## src/rtl/fetch_seq_pkg.sv

```systemverilog
// fetch_pkg: shared state and branch-condition encodings for the fetch sequencer
package fetch_pkg;
  typedef enum logic [1:0] {IDLE, RUN, DONE} state_t;
  localparam logic [1:0] COND_ALWAYS = 2'b00;
  localparam logic [1:0] COND_Z      = 2'b01;
  localparam logic [1:0] COND_NZ     = 2'b10;
  localparam logic [1:0] COND_PAR    = 2'b11;
  function automatic logic cond_true(input logic [1:0] c, input logic z, input logic p);
    return c == COND_ALWAYS ? 1'b1 : c == COND_Z ? z : c == COND_NZ ? !z : p;
  endfunction
endpackage

```

## src/rtl/fetch_seq_if.sv

```systemverilog
// fetch_seq_if: host handshake, decoded control and fetch outputs of the sequencer
interface fetch_seq_if #(parameter int D = 10, parameter int C = 16) ();
  logic         req;
  logic [D-1:0] start_addr;
  logic         stall;
  logic         halt;
  logic         jump_en;
  logic         jump_rel;
  logic [1:0]   cond;
  logic         zero_f;
  logic         pari_f;
  logic         call;
  logic         ret;
  logic [D-1:0] target;
  logic [D-1:0] prog_ctr;
  logic         fetch_valid;
  logic         done;
  logic         err;
  logic [C-1:0] instr_cnt;
  modport slave (
    input  req, start_addr, stall, halt, jump_en, jump_rel, cond, zero_f, pari_f, call, ret, target,
    output prog_ctr, fetch_valid, done, err, instr_cnt
  );
  modport master (
    output req, start_addr, stall, halt, jump_en, jump_rel, cond, zero_f, pari_f, call, ret, target,
    input  prog_ctr, fetch_valid, done, err, instr_cnt
  );
endinterface

```

## src/rtl/fetch_seq_ret_stack.sv

```systemverilog
// ret_stack: LIFO of return addresses; top entry is always visible on dout
module ret_stack #(
  parameter int D  = 10,
  parameter int SD = 4
) (
  input  logic         clk,
  input  logic         reset,
  input  logic         push,
  input  logic         pop,
  input  logic         clr,
  input  logic [D-1:0] din,
  output logic [D-1:0] dout,
  output logic         full,
  output logic         empty
);
  localparam int PW = $clog2(SD + 1);
  localparam int AW = SD > 1 ? $clog2(SD) : 1;
  logic [PW-1:0] r_sp;
  logic [PW-1:0] w_sp_dec;
  logic [D-1:0]  r_mem [2**AW];
  logic [AW-1:0] w_wa;
  logic [AW-1:0] w_ra;
  assign w_sp_dec = r_sp - PW'(1);
  assign w_wa     = r_sp[AW-1:0];
  assign w_ra     = w_sp_dec[AW-1:0];
  assign full     = r_sp == PW'(SD);
  assign empty    = r_sp == '0;
  assign dout     = r_mem[w_ra];
  // stack pointer: clear wins, pop wins over push, guarded against over/underflow
  always_ff @(posedge clk or negedge reset)
    if (!reset) r_sp <= '0;
    else if (clr) r_sp <= '0;
    else if (pop && !empty) r_sp <= w_sp_dec;
    else if (push && !full) r_sp <= r_sp + PW'(1);
  // storage: entries above the pointer are don't-care, so no reset needed
  always_ff @(posedge clk)
    if (push && !full && !pop && !clr) r_mem[w_wa] <= din;
endmodule

```

## src/rtl/fetch_seq.sv

```systemverilog
// fetch_seq: program counter, start/finish handshake, jumps and call/return stack
module fetch_seq
  import fetch_pkg::*;
#(
  parameter int D  = 10,
  parameter int SD = 4,
  parameter int C  = 16
) (
  input logic       clk,
  input logic       reset,
  fetch_seq_if.slave bus
);
  state_t       r_state, w_state_nxt;
  logic [D-1:0] r_pc, w_pc_nxt, w_pc_inc, w_top;
  logic [C-1:0] r_cnt;
  logic         r_err, w_err_set;
  logic         w_push, w_pop, w_clr, w_full, w_empty;
  logic         w_go, w_accept;
  assign w_pc_inc        = r_pc + D'(1);
  assign w_go            = r_state == RUN && !bus.stall;
  assign w_accept        = r_state == IDLE && bus.req;
  assign bus.prog_ctr    = r_pc;
  assign bus.fetch_valid = r_state == RUN;
  assign bus.done        = r_state == DONE;
  assign bus.err         = r_err;
  assign bus.instr_cnt   = r_cnt;
  ret_stack #(.D(D), .SD(SD)) u_stack (
    .clk  (clk),
    .reset(reset),
    .push (w_push),
    .pop  (w_pop),
    .clr  (w_clr),
    .din  (w_pc_inc),
    .dout (w_top),
    .full (w_full),
    .empty(w_empty)
  );
  // next state, next PC and stack commands; one action per non-stalled RUN cycle
  always_comb begin
    w_state_nxt = r_state;
    w_pc_nxt    = r_pc;
    w_push      = 1'b0;
    w_pop       = 1'b0;
    w_clr       = 1'b0;
    w_err_set   = 1'b0;
    case (r_state)
      IDLE: if (bus.req) begin
        w_state_nxt = RUN;
        w_pc_nxt    = bus.start_addr;
        w_clr       = 1'b1;
      end
      RUN: if (!bus.stall) begin
        if (bus.halt) w_state_nxt = DONE;
        else if (bus.ret) begin
          if (w_empty) begin
            w_err_set   = 1'b1;
            w_state_nxt = DONE;
          end else begin
            w_pc_nxt = w_top;
            w_pop    = 1'b1;
          end
        end else if (bus.call) begin
          if (w_full) begin
            w_err_set   = 1'b1;
            w_state_nxt = DONE;
          end else begin
            w_pc_nxt = bus.target;
            w_push   = 1'b1;
          end
        end else if (bus.jump_en && cond_true(bus.cond, bus.zero_f, bus.pari_f))
          w_pc_nxt = bus.jump_rel ? r_pc + bus.target : bus.target;
        else w_pc_nxt = w_pc_inc;
      end
      DONE: if (!bus.req) w_state_nxt = IDLE;
      default: w_state_nxt = IDLE;
    endcase
  end
  // state and program counter registers
  always_ff @(posedge clk or negedge reset)
    if (!reset) begin
      r_state <= IDLE;
      r_pc    <= '0;
    end else begin
      r_state <= w_state_nxt;
      r_pc    <= w_pc_nxt;
    end
  // sticky fault flag and saturating retire counter, both cleared on an accepted request
  always_ff @(posedge clk or negedge reset)
    if (!reset) begin
      r_err <= 1'b0;
      r_cnt <= '0;
    end else if (w_accept) begin
      r_err <= 1'b0;
      r_cnt <= '0;
    end else begin
      if (w_err_set) r_err <= 1'b1;
      if (w_go && r_cnt != '1) r_cnt <= r_cnt + C'(1);
    end
endmodule

```

## src/flat_wrapper.sv

```systemverilog
// flat-port wrapper written by rule: the top's interface ports become plain ports
module fetch_seq_flat import fetch_pkg::*;
#(
  parameter int D  = 10,
  parameter int SD = 4,
  parameter int C  = 16
)
  (clk, reset, bus_req, bus_start_addr, bus_stall, bus_halt, bus_jump_en, bus_jump_rel, bus_cond, bus_zero_f, bus_pari_f, bus_call, bus_ret, bus_target, bus_prog_ctr, bus_fetch_valid, bus_done, bus_err, bus_instr_cnt);
  fetch_seq_if #(.D(D), .C(C)) bus_i ();
  input logic clk;
  input logic reset;
  input wire logic [$bits(bus_i.req)-1:0] bus_req;
  input wire logic [$bits(bus_i.start_addr)-1:0] bus_start_addr;
  input wire logic [$bits(bus_i.stall)-1:0] bus_stall;
  input wire logic [$bits(bus_i.halt)-1:0] bus_halt;
  input wire logic [$bits(bus_i.jump_en)-1:0] bus_jump_en;
  input wire logic [$bits(bus_i.jump_rel)-1:0] bus_jump_rel;
  input wire logic [$bits(bus_i.cond)-1:0] bus_cond;
  input wire logic [$bits(bus_i.zero_f)-1:0] bus_zero_f;
  input wire logic [$bits(bus_i.pari_f)-1:0] bus_pari_f;
  input wire logic [$bits(bus_i.call)-1:0] bus_call;
  input wire logic [$bits(bus_i.ret)-1:0] bus_ret;
  input wire logic [$bits(bus_i.target)-1:0] bus_target;
  output wire logic [$bits(bus_i.prog_ctr)-1:0] bus_prog_ctr;
  output wire logic [$bits(bus_i.fetch_valid)-1:0] bus_fetch_valid;
  output wire logic [$bits(bus_i.done)-1:0] bus_done;
  output wire logic [$bits(bus_i.err)-1:0] bus_err;
  output wire logic [$bits(bus_i.instr_cnt)-1:0] bus_instr_cnt;
  assign bus_i.req = bus_req;
  assign bus_i.start_addr = bus_start_addr;
  assign bus_i.stall = bus_stall;
  assign bus_i.halt = bus_halt;
  assign bus_i.jump_en = bus_jump_en;
  assign bus_i.jump_rel = bus_jump_rel;
  assign bus_i.cond = bus_cond;
  assign bus_i.zero_f = bus_zero_f;
  assign bus_i.pari_f = bus_pari_f;
  assign bus_i.call = bus_call;
  assign bus_i.ret = bus_ret;
  assign bus_i.target = bus_target;
  assign bus_prog_ctr = bus_i.prog_ctr;
  assign bus_fetch_valid = bus_i.fetch_valid;
  assign bus_done = bus_i.done;
  assign bus_err = bus_i.err;
  assign bus_instr_cnt = bus_i.instr_cnt;
  fetch_seq #(.D(D), .SD(SD), .C(C)) u_core (.clk(clk), .reset(reset), .bus(bus_i));
endmodule
```

## config.mk

```make
export PLATFORM = sky130hd
export DESIGN_NAME = fetch_seq_flat
export DESIGN_NICKNAME = d
export VERILOG_FILES = /design/src/rtl/fetch_seq_pkg.sv /design/src/rtl/fetch_seq_if.sv /design/src/rtl/fetch_seq_ret_stack.sv /design/src/rtl/fetch_seq.sv /design/src/flat_wrapper.sv
export SDC_FILE = /design/constraint.sdc
export NUM_CORES = 1
export LEC_CHECK = 0
export CORE_MARGIN = 5
export CORE_UTILIZATION = 34
export CTS_CLUSTER_DIAMETER = 80
export DETAILED_ROUTE_END_ITERATION = 12
export SYNTH_ARGS = -nofsm -noshare
export SYNTH_HDL_FRONTEND = slang
export SYNTH_SLANG_ARGS = --single-unit
```

## constraint.sdc

```tcl
create_clock -name clk -period 6.65 [get_ports clk]
set_input_delay 1.33 -clock clk [delete_from_list [all_inputs] [get_ports clk]]
set_output_delay 1.33 -clock clk [all_outputs]
set_load 0.005 [all_outputs]
```

# Yosys cells after proc, flatten, opt, wreduce, memory -nomap -nowiden
# Memory sizes are Yosys's and may differ from the RTL's.
# Index checks and enable logic that the tools add are counted.
# W data, S select, Z words.
word_totals:
  wordCells: 100
  reg_bits: 32
  input_bits: 33
  ram_bits: 40
  output_inout_bits: 29
  mem_count: 1
memory_table:
  columns: ["name", "words", "word_bits", "read_ports", "rd_ports_with_merged_regs", "wr", "line", "source"]
  rows:
  - ["u_core.u_stack.r_mem", 4, 10, 1, 0, 1, "fetch_seq_ret_stack.sv:20", "logic [D-1:0] r_mem [2**AW];"]
classes:
  n_reduce_logical: 23
  n_addsub: 5
  eq_ne: 15
  mux: 51
op_table:
  columns: ["op", "n"]
  rows:
  - ["$mux W10", 9]
  - ["$mux W16", 2]
  - ["$mux W1", 27]
  - ["$pmux W10 S2", 1]
  - ["$add A16 B1 Y16 const B", 1]
  - ["$mux W2", 8]
  - ["$ne A16 B16 Y1 const B", 1]
  - ["$reduce_and A6 Y1", 2]
  - ["$add A10 B1 Y10 const B", 1]
  - ["$add A10 B10 Y10", 1]
  - ["$mux W3", 3]
  - ["$logic_and A1 B1 Y1", 8]
  - ["$ne A2 B2 Y1 const B", 4]
  - ["$ne A4 B3 Y1 const B", 2]
  - ["$ne A4 B4 Y1 const B", 2]
  - ["$logic_not A1 Y1", 6]
  - ["$pmux W2 S3", 1]
  - ["$reduce_bool A2 Y1", 3]
  - ["$eq A2 B1 Y1 const B", 2]
  - ["$eq A2 B2 Y1 const B", 2]
  - ["$logic_not A2 Y1", 2]
  - ["$add A3 B1 Y3 const B", 1]
  - ["$eq A3 B3 Y1 const B", 1]
  - ["$logic_not A3 Y1", 1]
  - ["3 further kinds", 3]

# Logic depth before layout (Yosys ltp)
# Gate-level depths: netlist (run 1).
depth:
  ltp_word: 12
  mapped_depth: 11
  mapped_depth_nobuf: 9

# By module
# A second synthesis (run 1) with hierarchy kept.
unflattened:
  cells_unflattened: 380
  area_unflattened_um2: 4322.9
modules_own_cells:
  columns: ["mod", "cells_per_inst", "instances", "area_per_inst_um2", "seq_area_each_um2"]
  rows:
  - ["fetch_seq", 288, 1, 2533.7, 725.7]
  - ["ret_stack", 92, 1, 1789.2, 1276.2]

# Worst setup path after synthesis (run 1)
# OpenSTA, ideal clock, no wires.
synth_timing:
  path_kind: "input port to flip-flop"
  start: "input port bus_target[0]"
  end: "register u_core.r_pc[8], in the netlist u_core.bus.prog_ctr[8]"
  cell_stages: 9
  path_slack_ps: 3711
  n_path_buf: 0
  arrival_ps: 2813
  t_required_ps: 6524
  setup_time_ps: 126
  cell_sequence: "ha_1 fa_1 a21oi_1 o211ai_1 nor4_1 a21oi_1 xor2_1 a31oi_1 o31ai_1"
synth_between:
  elab_chain_cells: 8
synth_lines:
  columns: ["item", "line", "source"]
  rows:
  - ["start: declaration", "flat_wrapper.sv:23", "input wire logic [$bits(bus_i.target)-1:0] bus_target;"]
  - ["$add A10 B10 Y10", "fetch_seq.sv:71", "w_pc_nxt = bus.jump_rel ? r_pc + bus.target : bus.target;"]
  - ["$mux W10", "fetch_seq.sv:71", null]
  - ["$mux W10", "fetch_seq.sv:70", "end else if (bus.jump_en && cond_true(bus.cond, bus.zero_f, bus.pari_f))"]
  - ["$mux W10", "fetch_seq.sv:62", "end else if (bus.call) begin"]
  - ["$mux W10", "fetch_seq.sv:54", "else if (bus.ret) begin"]
  - ["$mux W10", "fetch_seq.sv:53", "if (bus.halt) w_state_nxt = DONE;"]
  - ["$mux W10", "fetch_seq.sv:52", "RUN: if (!bus.stall) begin"]
  - ["$pmux W10 S2", "fetch_seq.sv:46", "case (r_state)"]
  - ["end signal: assignment", "fetch_seq.sv:85", "r_pc <= w_pc_nxt;"]
  - ["end: declaration", "fetch_seq.sv:14", "logic [D-1:0] r_pc, w_pc_nxt, w_pc_inc, w_top;"]
# No other way between the ends. The select of a mux whose other input is x is not followed.
# A chain may end at the register's enable or synchronous reset.

# Final worst setup path (run 1)
layout_timing:
  start: "input port bus_ret"
  end: "register u_core.u_stack.r_sp[2]"
layout_between:
  elab_chain_cells: 7
  word_cells_on_any_way: 13
  classes_between: "mux: 10; reduce/logical: 3"
layout_lines:
  columns: ["item", "line", "source"]
  rows:
  - ["start: declaration", "flat_wrapper.sv:22", "input wire logic [$bits(bus_i.ret)-1:0] bus_ret;"]
  - ["$mux W1", "fetch_seq.sv:54", null]
  - ["$mux W1", "fetch_seq.sv:53", null]
  - ["$mux W1", "fetch_seq.sv:52", null]
  - ["$mux W1", "fetch_seq.sv:46", null]
  - ["$logic_and A1 B1 Y1", "fetch_seq_ret_stack.sv:33", "else if (pop && !empty) r_sp <= w_sp_dec;"]
  - ["$mux W3", "fetch_seq_ret_stack.sv:33", null]
  - ["$mux W3", "fetch_seq_ret_stack.sv:32", "else if (clr) r_sp <= '0;"]
  - ["end signal: assignment", "fetch_seq_ret_stack.sv:33", null]
  - ["end signal: assignment", "fetch_seq_ret_stack.sv:34", "else if (push && !full) r_sp <= r_sp + PW'(1);"]
  - ["end: declaration", "fetch_seq_ret_stack.sv:18", "logic [PW-1:0] r_sp;"]
# Parallel ways exist; a longest one is shown, timed or not.

==> run metrics, run 1 <==
post-synthesis sequential area ratio 49.52%; I/O pin cnt 62; number of clock sinks 72; CP Max Fanout 15; first-pass GRT wire length 17050 um; final instance area 5089 um^2; layout cells sized above 1 8.545%; Crit path required time 6.82 ns; CTS Buffer Depth 2; largest net degree at the start of global routing 33; Area growth, synth to finish 25.87%; post-place instance area 4780 um^2; Pwr Density 374.9 nW/um^2; PostCTS Resize Cnt 0; DRT Pass-1 Iters 4; Slew @ Worst Pin 0.9554 ns; Slew Limit Fails 0; Die ar. 14170 um^2; EDFF count, synth 40; Yosys reg bits 72; final hold viol count 0; arrival time at the worst endpoint 3.54 ns; Ant. Diodes 0; WHS 0.4861 ns; Hold Path Class flop to flop; worst r2r dst u_core.bus.prog_ctr[0]; number of DRC markers in iteration 0 290; Clock Latency Late Sink 0.33 ns; Tot GR Track Use 15.16%; synthesis warning total 0; Starting Density 35.10%; register area 2002 um^2; Hold Path Cell Cnt 1; FFs w/ async S/R, synth 44.44%; Die Ht 119.0 um; top_reg_cell synth edfxtp_1; Layout Nets 478; worst reg2reg path depth 6; Mapped Cells 366; routed wire length 10480 um; post-route ant nets 0; Reg-to-Reg Start u_core.u_stack.r_sp[0]; Leakage 1.998 nW; CTS tree done; post-route setup TNS 0 ns; row cnt 39; Crit Path Category primary input to flop; fin crit share 50.71%; DRC viols 0; Reg2Reg Setup Slack 3.86 ns; post-synth cell types 55; Fillers 1036; Hold Path Origin u_core.r_state[1]; Post-CTS Setup Bufs 0; GRT overflow 0; skew final 0.01050 ns; critical path capture point type flop; unrepaired setup endpoints after global routing false; DPL Wire Length 7583 um; clock root buffer clkbuf_16; initial antenna violation count 0; DR vias/cell 5.405; final setup vio count 0; vias in the first global route 3123; port bufs 61; Syn Nets 416; CTS Buf Count 9; WL/cell 18.20 um; Core ar. 11520 um^2; Avg Cell Area, Syn 11.05 um^2; CP Launch Type primary input; Horiz. Die Dim 119.0 um; fin crit period 3.372 ns; status finished clean; vias 3113; Hold Path End u_core.r_state[0]; Hold Buf Count CTS 0; fmax 296.5 MHz; Rel. slew slack 36.30%; Clock transition at path regs 0.06 ns; area occupied by multi-input gates 1939 um^2; Final GP Congestion 0.8890; mapped cell area 4043 um^2; Max-Cap Viols 0; VDD IR max 0.1347 mV; H-tree levels 3; Finished Core Util 44.19%
[cell usage after synthesis (3+ instances only)]
library cell	n	area share [%]
nor2b_1	3	0.46
nor2_1	41	3.8
nand3_1	18	2.2
a31oi_1	4	0.62
dfrtp_1	32	20
xor2_1	17	3.7
xnor2_1	10	2.2
a21o_1	3	0.56
o21ai_0	15	1.9
o21ai_1	3	0.37
nand2_1	27	2.5
nor3_4	3	1.2
nor3_1	3	0.37
ha_1	16	5.0
and3_1	15	2.3
edfxtp_1	40	30
o22ai_1	5	0.77
o211ai_1	4	0.74
a211oi_1	5	0.93
inv_1	11	1.0
buf_2	3	0.37
clkbuf_1	5	0.46
mux2i_1	4	0.99
mux4_2	10	5.6
a21oi_1	27	3.3
nand4_1	5	0.77
[worst max-delay path: stages]
cell,delay [ns]
clkdlybuf4s50_1,0.65
nand2b_1,0.33
a21oi_1,0.35
and3_1,0.58
a21oi_1,0.10
xor2_1,0.15
nor2_1,0.05
[cell families (layout without fill, tap and decap cells)]
| kind of cell | count (synthesis) | in the layout | share of synthesized area [%] |
|---|---|---|---|
| compound gates | 82 | 82 | 12.57 |
| xor+xnor | 27 | 27 | 5.849 |
| fa+ha+maj | 17 | 17 | 5.447 |
| buf+inv | 22 | 89 | 2.507 |
| flops | 72 | 72 | 49.52 |
| mux | 14 | 14 | 6.562 |
| simple gates | 132 | 132 | 17.55 |
[cell type report]
type | instances | share of cell area [%]
clock buffer | 9 | 4.426
timing repair buffer | 62 | 12.15
tap | 143 | 3.516
inverter | 11 | 0.8114
multi-input combinational | 272 | 38.11
sequential | 72 | 39.34
clock inverter | 7 | 1.647
[metrics by stage]
| stage | power [W] | setup slack (ns) | instances |
|---|---|---|---|
| 3_3_place_gp | 0.001400 | 3.037 | 560 |
| 3_5_place_dp | 0.001411 | 2.962 | 560 |
| 2_1_floorplan | 0.001140 | 3.711 | 366 |
| 6_report | 0.001908 | 3.278 | 576 |
| 4_1_cts | 0.001920 | 3.298 | 576 |
| 5_1_grt | 0.002025 | 3.053 | 576 |
[placed cells by master, fill, tap and decap left out, types with 3 or more instances in the layout]
cell / instances
o211ai_1: 4
mux2i_1: 4
o21ai_0: 15
inv_1: 11
a211oi_1: 5
nand3_1: 18
xor2_1: 17
edfxtp_1: 40
clkbuf_16: 9
inv_6: 3
a21oi_1: 27
xnor2_1: 10
a21o_1: 3
ha_1: 16
dfrtp_1: 32
nand2_1: 27
nand4_1: 5
clkdlybuf4s50_1: 61
mux4_2: 10
o21ai_1: 3
nor2_1: 41
nor2b_1: 3
nor3_1: 3
nor3_4: 3
a31oi_1: 4
and3_1: 15
o22ai_1: 5
[worst max-delay path by stage]
| stage | startpoint | endpoint | slack (ns) | cells after the start |
|---|---|---|---|---|
| global placement | bus_ret | u_core.u_stack.r_sp[2] | 3.04 | 7 |
| floorplan | bus_target[0] | u_core.bus.prog_ctr[8] | 3.71 | 9 |
| CTS | bus_ret | u_core.u_stack.r_sp[2] | 3.30 | 7 |
| global route | bus_ret | u_core.u_stack.r_sp[2] | 3.05 | 7 |
| finish | bus_ret | u_core.u_stack.r_sp[2] | 3.28 | 7 |
| detailed placement | bus_ret | u_core.u_stack.r_sp[2] | 2.96 | 7 |
[routing by layer]
layer / vias up / wire (um) / global-route usage [%]
li1: 1484 / - / -
met1: 1516 / 4766 / 20.93
met2: 96 / 4915 / 23.53
met3: 17 / 570 / 3.223
met4: 0 / 229 / 5.648
met5: - / 0 / 0
[where the power goes]
group | internal (W) | switching, W | leakage (nW) | total (W)
Combinational | 0.000343 | 0.000394 | 1.06 | 0.000736
Clock | 0.000298 | 0.000203 | 0.149 | 0.000501
Sequential | 0.000567 | 0.000103 | 0.787 | 0.000670
[state kept, by name (all words and copies together) (netlist names)]
register              flops
u_core.u_stack.r_sp       3
u_core.bus.instr_cnt     16
u_core.u_stack.r_mem     40
u_core.r_state            2
u_core.bus.prog_ctr      10
u_core.bus.err            1
Note: power is estimated with default switching activity, not from simulation.
==> run 2, diff against run 1 <==
Clock period 6.65 ns to 3 ns, I/O delays scaled along.
==> run metrics, run 2 (synthesis gave the netlist of run 1 again) <==
status finished clean; Layout Nets 486 (+1.7%); layout cells sized above 1 10.20% (+1.7 points); Hold Path Class flop to flop; fmax 385.9 MHz; Final GP Congestion 0.8924 (+0.38%); DR vias/cell 5.366 (-0.70%); Die ar. 14170 um^2 (unchanged); Slew @ Worst Pin 0.6079 ns (-0.3475 ns); number of DRC markers in iteration 0 215 (-26%); critical path capture point type flop; Hold Path Origin u_core.r_state[1]; VDD IR max 0.2732 mV (+100%); max reg flops 40 (unchanged); Hold Buf Count CTS 0 (unchanged); H-tree levels 3 (unchanged); post-route ant nets 0 (unchanged); vias in the first global route 3132 (+0.29%); Post-CTS Setup Bufs 0 (unchanged); I/O pin cnt 62 (unchanged); row cnt 39 (unchanged); unrepaired setup endpoints after global routing false; most flop-heavy register u_core.u_stack.r_mem; routed wl met3 527 um (-7.5%); routed wire length 10300 um (-1.8%); Slew Limit Fails 0 (unchanged); top sig layer met4; Hold Path Cell Cnt 1 (unchanged); Max-Cap Viols 0 (unchanged); fin crit period 2.591 ns; DPL Wire Length 7547 um (-0.47%); register area 2002 um^2 (unchanged); met2 WL 4995 um (+1.6%); DRC viols 0 (unchanged); worst r2r dst u_core.bus.prog_ctr[8]; final total power 0.004137 W (+120%); DRT Pass-1 Iters 4 (unchanged); largest net degree at the start of global routing 33 (unchanged); arrival time at the worst endpoint 2.83 ns (-0.71 ns); final hold viol count 0 (unchanged); Horiz. Die Dim 119.0 um (unchanged); Leakage 2.022 nW (+1.2%); Crit path required time 3.24 ns (-3.58 ns); Tot GR Track Use 15.00% (-0.16 points); Pwr Density 807.3 nW/um^2 (+120%); area occupied by multi-input gates 1939 um^2 (unchanged); Clock Latency Late Sink 0.33 ns (about the same); Rel. slew slack 59.47% (+23 points); Area growth, synth to finish 26.77%; commonest non-fill, non-tap cell in the layout clkdlybuf4s50_1; WL/cell 17.63 um (-3.1%); fin crit share 86.37%; Reg-to-Reg Start u_core.bus.prog_ctr[0]; commonest non-fill, non-tap cells in the layout clkdlybuf4s50_1 (61), nor2_1 (41), edfxtp_1 (40), dfrtp_1 (32); Crit Path Category primary input to flop; worst reg2reg path depth 9 (+3); Ant. Diodes 0 (unchanged); Starting Density 35.10% (unchanged); CTS Buf Count 9 (unchanged); CP Max Fanout 2 (-13); CTS tree done; initial antenna violation count 0 (unchanged); CTS Buffer Depth 2 (unchanged); met1 wire length 4606 um (-3.4%); Clock transition at path regs 0.06 ns (about the same); first-pass GRT wire length 16880 um (-1.0%); Reg2Reg Setup Slack 0.54 ns (-3.32 ns); skew final 0.008241 ns (-0.002262 ns); Core ar. 11520 um^2 (unchanged); CP Launch Type primary input; GRT overflow 0 (unchanged); port bufs 61 (unchanged); Finished Core Util 44.50% (+0.32 points); WHS 0.4844 ns (-0.001725 ns); number of clock sinks 72 (unchanged); vias 3134 (+0.67%); Fillers 1064 (+2.7%); Hold Path End u_core.r_state[0]; final setup vio count 0 (unchanged); Die Ht 119.0 um (unchanged); clock root buffer clkbuf_16; post-route setup TNS 0 ns (unchanged); PostCTS Resize Cnt 0 (unchanged)
run 2: report_power, final:
group / leakage (nW) / internal, W / switching, W
sequential: 0.787 / 0.00126 / 0.000195
combinational: 1.10 / 0.000773 / 0.000885
clock: 0.131 / 0.000574 / 0.000451
run 2: worst max path at each step:
stage,to,start
3_3_place_gp,u_core.bus.prog_ctr[8],bus_target[0]
5_1_grt,u_core.bus.prog_ctr[7],bus_target[3]
4_1_cts,u_core.bus.prog_ctr[8],bus_target[0]
3_5_place_dp,u_core.bus.prog_ctr[8],bus_target[0]
2_1_floorplan,u_core.bus.prog_ctr[4],u_core.u_stack.r_sp[0]
6_report,u_core.bus.prog_ctr[8],bus_target[0]
run 2: metrics by stage:
step	worst slack [ns]	instances	cell area [um^2]
2_1_floorplan	0.6882	366	4043
3_3_place_gp	0.2140	568	4840
3_5_place_dp	0.1373	568	4840
4_1_cts	0.4740	584	5125
5_1_grt	0.3451	584	5125
6_report	0.4088	584	5125
run 2: area by class of cell:
| class | count | area share (%) |
|---|---|---|
| well taps | 143 | 3.491 |
| flip-flops and latches | 72 | 39.06 |
| inverters | 11 | 0.8057 |
| clock inverters | 7 | 1.172 |
| multi-input cells | 272 | 37.84 |
| repair buffers | 70 | 13.23 |
| clock buffers | 9 | 4.395 |
run 2: worst max-delay path, cell delays in order:
cell             delay, ns
clkdlybuf4s50_1       0.42
ha_1                  0.22
fa_1                  0.41
a21oi_1               0.23
o211ai_1              0.16
nor4_1                0.18
a21oi_1               0.09
xor2_1                0.17
a31oi_1               0.12
o31ai_1               0.22
run 2: routing by layer:
layer,vias up,track usage [%]
li1,1509,-
met1,1527,20.39
met2,85,23.91
met3,13,2.891
met4,0,5.431
met5,-,0
